## src/rtl/fir_out_decimator.sv

```systemverilog
// FIR output decimator: offset-binary to signed, OSR-sample rounded average,
// result queued in a small FIFO with sticky overflow accounting.
module fir_out_decimator #(
    parameter int OSR        = 4,
    parameter int FIFO_DEPTH = 4
) (
    input  logic        clk,
    input  logic        rst,
    input  logic [13:0] in,
    input  logic        in_valid,
    output logic [15:0] out,
    output logic        out_valid,
    input  logic        out_ready,
    output logic        ovf,
    output logic [7:0]  drop_cnt
);

    localparam int SH = $clog2(OSR);
    localparam int AW = 14 + SH;
    localparam int PW = (SH > 0) ? SH : 1;
    localparam int QW = (FIFO_DEPTH > 1) ? $clog2(FIFO_DEPTH) : 1;
    localparam int CW = $clog2(FIFO_DEPTH + 1);

    logic [PW-1:0]        phase;
    logic signed [AW-1:0] acc;
    logic signed [13:0]   s;
    logic signed [AW-1:0] s_ext;
    logic signed [AW-1:0] sum;
    logic signed [AW:0]   rnd;
    logic signed [13:0]   avg;
    logic [15:0]          result;
    logic                 last;

    logic [15:0]   mem [FIFO_DEPTH];
    logic [QW-1:0] rd_ptr;
    logic [QW-1:0] wr_ptr;
    logic [CW-1:0] count;
    logic          push;
    logic          pop;
    logic          full;
    logic          wr_en;

    assign s = {~in[13], in[12:0]};

    always_comb begin
        s_ext  = AW'(s);
        sum    = (phase == '0) ? s_ext : acc + s_ext;
        // OSR/2 is zero when OSR=1, so samples pass through unrounded
        rnd    = (AW+1)'(sum) + (AW+1)'(OSR / 2);
        avg    = 14'(rnd >>> SH);
        result = {avg, 2'b00};
        last   = (phase == PW'(OSR - 1));
    end

    assign out_valid = (count != '0);
    assign out       = out_valid ? mem[rd_ptr] : '0;
    assign full      = (count == CW'(FIFO_DEPTH));
    assign push      = in_valid && last;
    assign pop       = out_valid && out_ready;
    // A pop frees the slot the simultaneous push needs
    assign wr_en     = push && (!full || pop);

    function automatic logic [QW-1:0] nxt(input logic [QW-1:0] p);
        return (p == QW'(FIFO_DEPTH - 1)) ? '0 : p + 1'b1;
    endfunction

    always_ff @(posedge clk) begin
        if (rst) begin
            phase    <= '0;
            acc      <= '0;
            rd_ptr   <= '0;
            wr_ptr   <= '0;
            count    <= '0;
            ovf      <= 1'b0;
            drop_cnt <= '0;
        end else begin
            if (in_valid) begin
                acc   <= sum;
                phase <= last ? '0 : phase + 1'b1;
            end
            if (wr_en)
                wr_ptr <= nxt(wr_ptr);
            if (pop)
                rd_ptr <= nxt(rd_ptr);
            if (wr_en && !pop)
                count <= count + 1'b1;
            else if (!wr_en && pop)
                count <= count - 1'b1;
            if (push && !wr_en) begin
                ovf <= 1'b1;
                if (drop_cnt != 8'hFF)
                    drop_cnt <= drop_cnt + 1'b1;
            end
        end
    end

    always_ff @(posedge clk) begin
        if (!rst && wr_en)
            mem[wr_ptr] <= result;
    end

endmodule

```

## config.mk

```make
export PLATFORM = sky130hd
export DESIGN_NAME = fir_out_decimator
export DESIGN_NICKNAME = d
export VERILOG_FILES = /design/src/rtl/fir_out_decimator.sv
export SDC_FILE = /design/constraint.sdc
export NUM_CORES = 1
export LEC_CHECK = 0
export ABC_AREA = 1
export CAP_MARGIN = 20
export CORE_AREA = 2 2 138 140
export DETAILED_ROUTE_END_ITERATION = 8
export DIE_AREA = 0 0 140 142
export GPL_ROUTABILITY_DRIVEN = 0
export PLACE_DENSITY = 0.44
export SLEW_MARGIN = 20
export SYNTH_ARGS = -nofsm -noshare
export SYNTH_HDL_FRONTEND = slang
export SYNTH_SLANG_ARGS = --single-unit
```

## constraint.sdc

```tcl
create_clock -name clk -period 6.2 [get_ports clk]
set_input_delay 0.93 -clock clk [delete_from_list [all_inputs] [get_ports clk]]
set_output_delay 0.93 -clock clk [all_outputs]
set_load 0.005 [all_outputs]
```

# Yosys cells after proc, flatten, opt, wreduce, memory -nomap -nowiden
# Memories as Yosys holds them, arrays and structs flattened. A register that Yosys moved wholly into a read port is not among the register bits.
# Index checks and enable logic that the tools add are counted.
# op_classes
addsub	8
eq_ne	5
mux	11
bitwise	1
reduce_logical	16
# op_table
operator	n
$mux W16	2
$add A16 B14 Y16	1
$add A16 B3 Y16 const B	1
$mux W2	5
$add A8 B1 Y8 const B	1
$ne A8 B8 Y1 const B	1
$logic_and A1 B1 Y1	7
$add A2 B1 Y2 const B	3
$eq A2 B2 Y1 const B	3
$mux W3	2
$logic_not A1 Y1	4
$add A3 B1 Y3 const B	1
$eq A3 B3 Y1 const B	1
$reduce_bool A3 Y1	1
$sub A3 B1 Y3 const B	1
$logic_not A2 Y1	1
$mux W1	2
$reduce_and A2 Y1	1
$reduce_bool A2 Y1	1
$logic_or A1 B1 Y1	1
$not A1 Y1	1
# totals
reg_bits	34
ram_bits	56
in_bits	18
output_inout_bits	26
elab_cells	49
memories	1
# memory_table
memory	depth	width	rd	rd_clocked_by_memory_dff	write_ports	line	source
mem	4	14	1	1	1	34	logic [15:0] mem [FIFO_DEPTH];

# Longest topological paths before layout
# depth
depth_word	8
depth_mapped	17
ltp_nobuf	16

# Least setup slack after synthesis
# No wires, ideal clock.
# synth_path
path_type	in2reg
startpoint	input port in[0]
endpoint	memory mem[0][13] in the netlist's numbering (data pin)
setup_time_ps	266
arrival_ps	2652
required_time_ps	5934
slack_ps	3283
cell_stages	11
path_cell_list	ha_1 > fa_1 > nand2_1 > nand2_1 > o21ai_1 > ha_1 > nand4_1 > nor3_2 > nand3_1 > nand2_1 > nand2_1
# synth_between
elab_chain_cells	3
# synth_lines
item	line	source
from (decl)	9	input logic [13:0] in,
$add A16 B14 Y16	47	sum = (phase == '0) ? s_ext : acc + s_ext;
$mux W16	47	
net sum[2]	28	logic signed [AW-1:0] sum;
$add A16 B3 Y16	49	rnd = (AW+1)'(sum) + (AW+1)'(OSR / 2);
net rnd[15]	29	logic signed [AW:0] rnd;
to (decl)	34	
# The timed path passes the listed nets, and every way through them passes these cells.

==> impl_metrics.ini <==
[outcome]
status = finished, violations left
violations = DRC

[pwr]
power_density_nw_per_um2 = 311
total_power_mw = 1.97
vdd_drop_max_v = 0.000177
p_leak_nw = 2.71

[worst_setup_path]
criticalPathCategory = reg2out
arrival_ns = 2.76
startpoint_type = flop
worstPathMaxFanout = 15
end_kind = output pin
crit_required_ns = 5.27

[global_route]
grt_first_pass_wirelength_um = 22500
antenna_found_initial = 0
grt_max_degree = 30
gr-total-overflow = 0
grt_usage_pct = 14.7
grt_pass1_vias = 4330

[clock_network]
clock-sinks = 92
numCtsBuffers = 9
cts_tree = yes
insertion_delay_ns = 0.35
h-tree-depth = 3
clk_pin_slew_ns = 0.06
cts_root_buf = clkbuf_16
postCtsSetupRepairBufs = 0
max-clock-path-buffers = 2
postCtsHoldBufs = 0
cts_repair_resize_count = 0

[route]
dr_total_vias = 4361
wl_um = 13900
route.detailed.drc = 4
drtIter0Drc = 205
avgRoutedWirePerCell_um = 14.7
ant_nets = 0
via_per_inst = 4.60
first_pass_iters = 6

[timing]
fin_ws_ns = 2.51
finalWorstPathRequiredPeriod_ns = 3.69
rsz0062_at_grt = no
maxSlewViolCount = 0
relSlewSlack_pct = 30.4
hold_viol_final = 0
fmax_ghz = 0.271
tightest_slew_ns = 1.04
period_share_pct = 59.4
tns_ns = 0
setup_viol = 0
worst_clock_skew_ns = 0.0104

[logic_synthesis]
synth-main-ff-cell = edfxtp_1
synthArstFlopShare_pct = 0
synth-compound-area-share_pct = 10.7
synthesis.area_um2 = 5390
synth_edf_count = 56
syn_avg_cell_area_um2 = 8.03
yosys.area_share.simple_pct = 27.8
synth.top_cell.area_share_pct = 31.2
yosys.area.top_type = edfxtp_1
synthAdderAreaFrac_pct = 6.55
synth_cell_types = 44
yosysWarnings = 0
muxShareOfSynthArea_pct = 0
yosysSeqAreaShare_pct = 44.6
yosys.area_share.xor_xnor_pct = 1.79
syn_inst = 671
synth_top_family_by_area = simple AND/OR/NAND/NOR gates
synth-seq-cells = 92
ys_top_cells_by_area = edfxtp_1, dfxtp_1, nand2_1

[die]
rows = 50
core_um2 = 18500
die-area_um2 = 19900
die_w_um = 140
initial_utilization_pct = 29.2
die_y_um = 142
num_io_pins = 44

[placement]
dp_hpwl_um = 10200
dp_slack_ns = 2.34
port_buffers = 41

[layout]
diodes = 0
final_util_pct = 34.4
finalNetCount = 754
area_growth_pct = 17.8
fill_cells = 1927
drive_gt1_share_pct = 9.80

[flow_run]
cap_violations = 0

[min_path]
min_path_type = reg2reg
==> placed cells by master, fill, tap and decap left out, types with 11 or more instances in the layout <==
master,Yosys,layout
ha_1,25,25
a21oi_1,41,41
dfxtp_1,36,36
edfxtp_1,56,56
nand3_1,36,36
nand3_2,11,11
inv_1,87,87
clkdlybuf4s50_1,0,41
nand2_1,121,121
o21ai_0,53,53
nor2_1,105,105
==> path summary, 6_finish.rpt <==
| path | endpoint | startpoint | cells past startpoint | slack, ns |
|---|---|---|---|---|
| worst min-delay path | drop_cnt[4]$_SDFFE_PP0P_ | drop_cnt[4]$_SDFFE_PP0P_ | 2 | 0.47 |
| worst min register to register | drop_cnt[4]$_SDFFE_PP0P_ | drop_cnt[4]$_SDFFE_PP0P_ | 2 | 0.47 |
| worst max-delay path | out[11] | flop | 5 | 2.51 |
| worst max register to register | mem[0][7]$_DFFE_PP_ | phase[0]$_SDFFE_PP0P_ | 10 | 3.53 |
==> metrics by stage <==
step | hold WS (ns) | instance area, µm² | cells
6_report | 0.475 | 6350 | 948
5_1_grt | 0.521 | 6350 | 948
4_1_cts | 0.480 | 6350 | 948
3_5_place_dp | 0.468 | 6020 | 932
3_3_place_gp | 0.463 | 6020 | 932
2_1_floorplan | 0.453 | 5390 | 672
==> sequential cells by signal, indices dropped and copies added (netlist names), named ones only <==
signal / cells
mem: 56
drop_cnt: 8
acc: 16
ovf: 1
rd_ptr: 2
count: 3
phase: 2
wr_ptr: 2
==> area by class of cell <==
class                           count  area [µm²]  share of cell area (%)
Clock buffer                        9         225                    3.55
Clock inverter                      7        97.6                    1.54
Inverter                           92         348                    5.48
Multi-Input combinational cell    468        2530                    39.9
Sequential cell                    92        2400                    37.9
Tap cell                          234         293                    4.61
Timing Repair Buffer               46         448                    7.06
==> power breakdown <==
part           internal (mW)  total (mW)  switching, mW
Sequential             0.698       0.729         0.0316
Combinational          0.253       0.647          0.394
Clock                  0.355       0.598          0.242
Total                   1.31        1.97          0.668
==> cells by family (layout without fill, tap and decap cells) <==
logic type | after synthesis | count (layout)
DFF | 92 | 92
AOI/OAI and AO/OA | 107 | 107
adders and majority gates | 27 | 27
and+or+nand+nor | 321 | 321
xor gates and xnor gates | 11 | 11
other | 1 | 2
buffers and inverters | 112 | 154
==> Yosys cell counts, types with 2 or more instances <==
cell type and count:
nand2_2 9, clkbuf_1 12, nand2_1 121, buf_4 3, o21ai_0 53, o211ai_1 4, and2_1 2, nand4_1 8
nor3_1 4, xnor2_1 5, nand3_1 36, ha_1 25, nor2_4 5, buf_6 3, nand2_4 3, nor3_2 2
o31ai_1 2, inv_2 3, dfxtp_1 36, xor2_1 6, inv_1 87, edfxtp_1 56, fa_1 2, nand3_2 11
nor2_1 105, a21oi_1 41, nor2_2 7, or2_2 4
==> critical path: stages, from the launching register on <==
cell and delay (ns):
dfxtp_1 0.78, inv_1 0.49, nor2_1 0.19, o21ai_0 0.09, a21oi_1 0.29, clkdlybuf4s50_1 0.56
==> per-layer routing <==
metal	share of wire [%]	GRT usage, %
met5	0	0
met4	1.5	4.20
met3	3.0	3.26
met2	49	25.9
met1	46	18.2
Note: power is estimated with default switching activity, not from simulation.
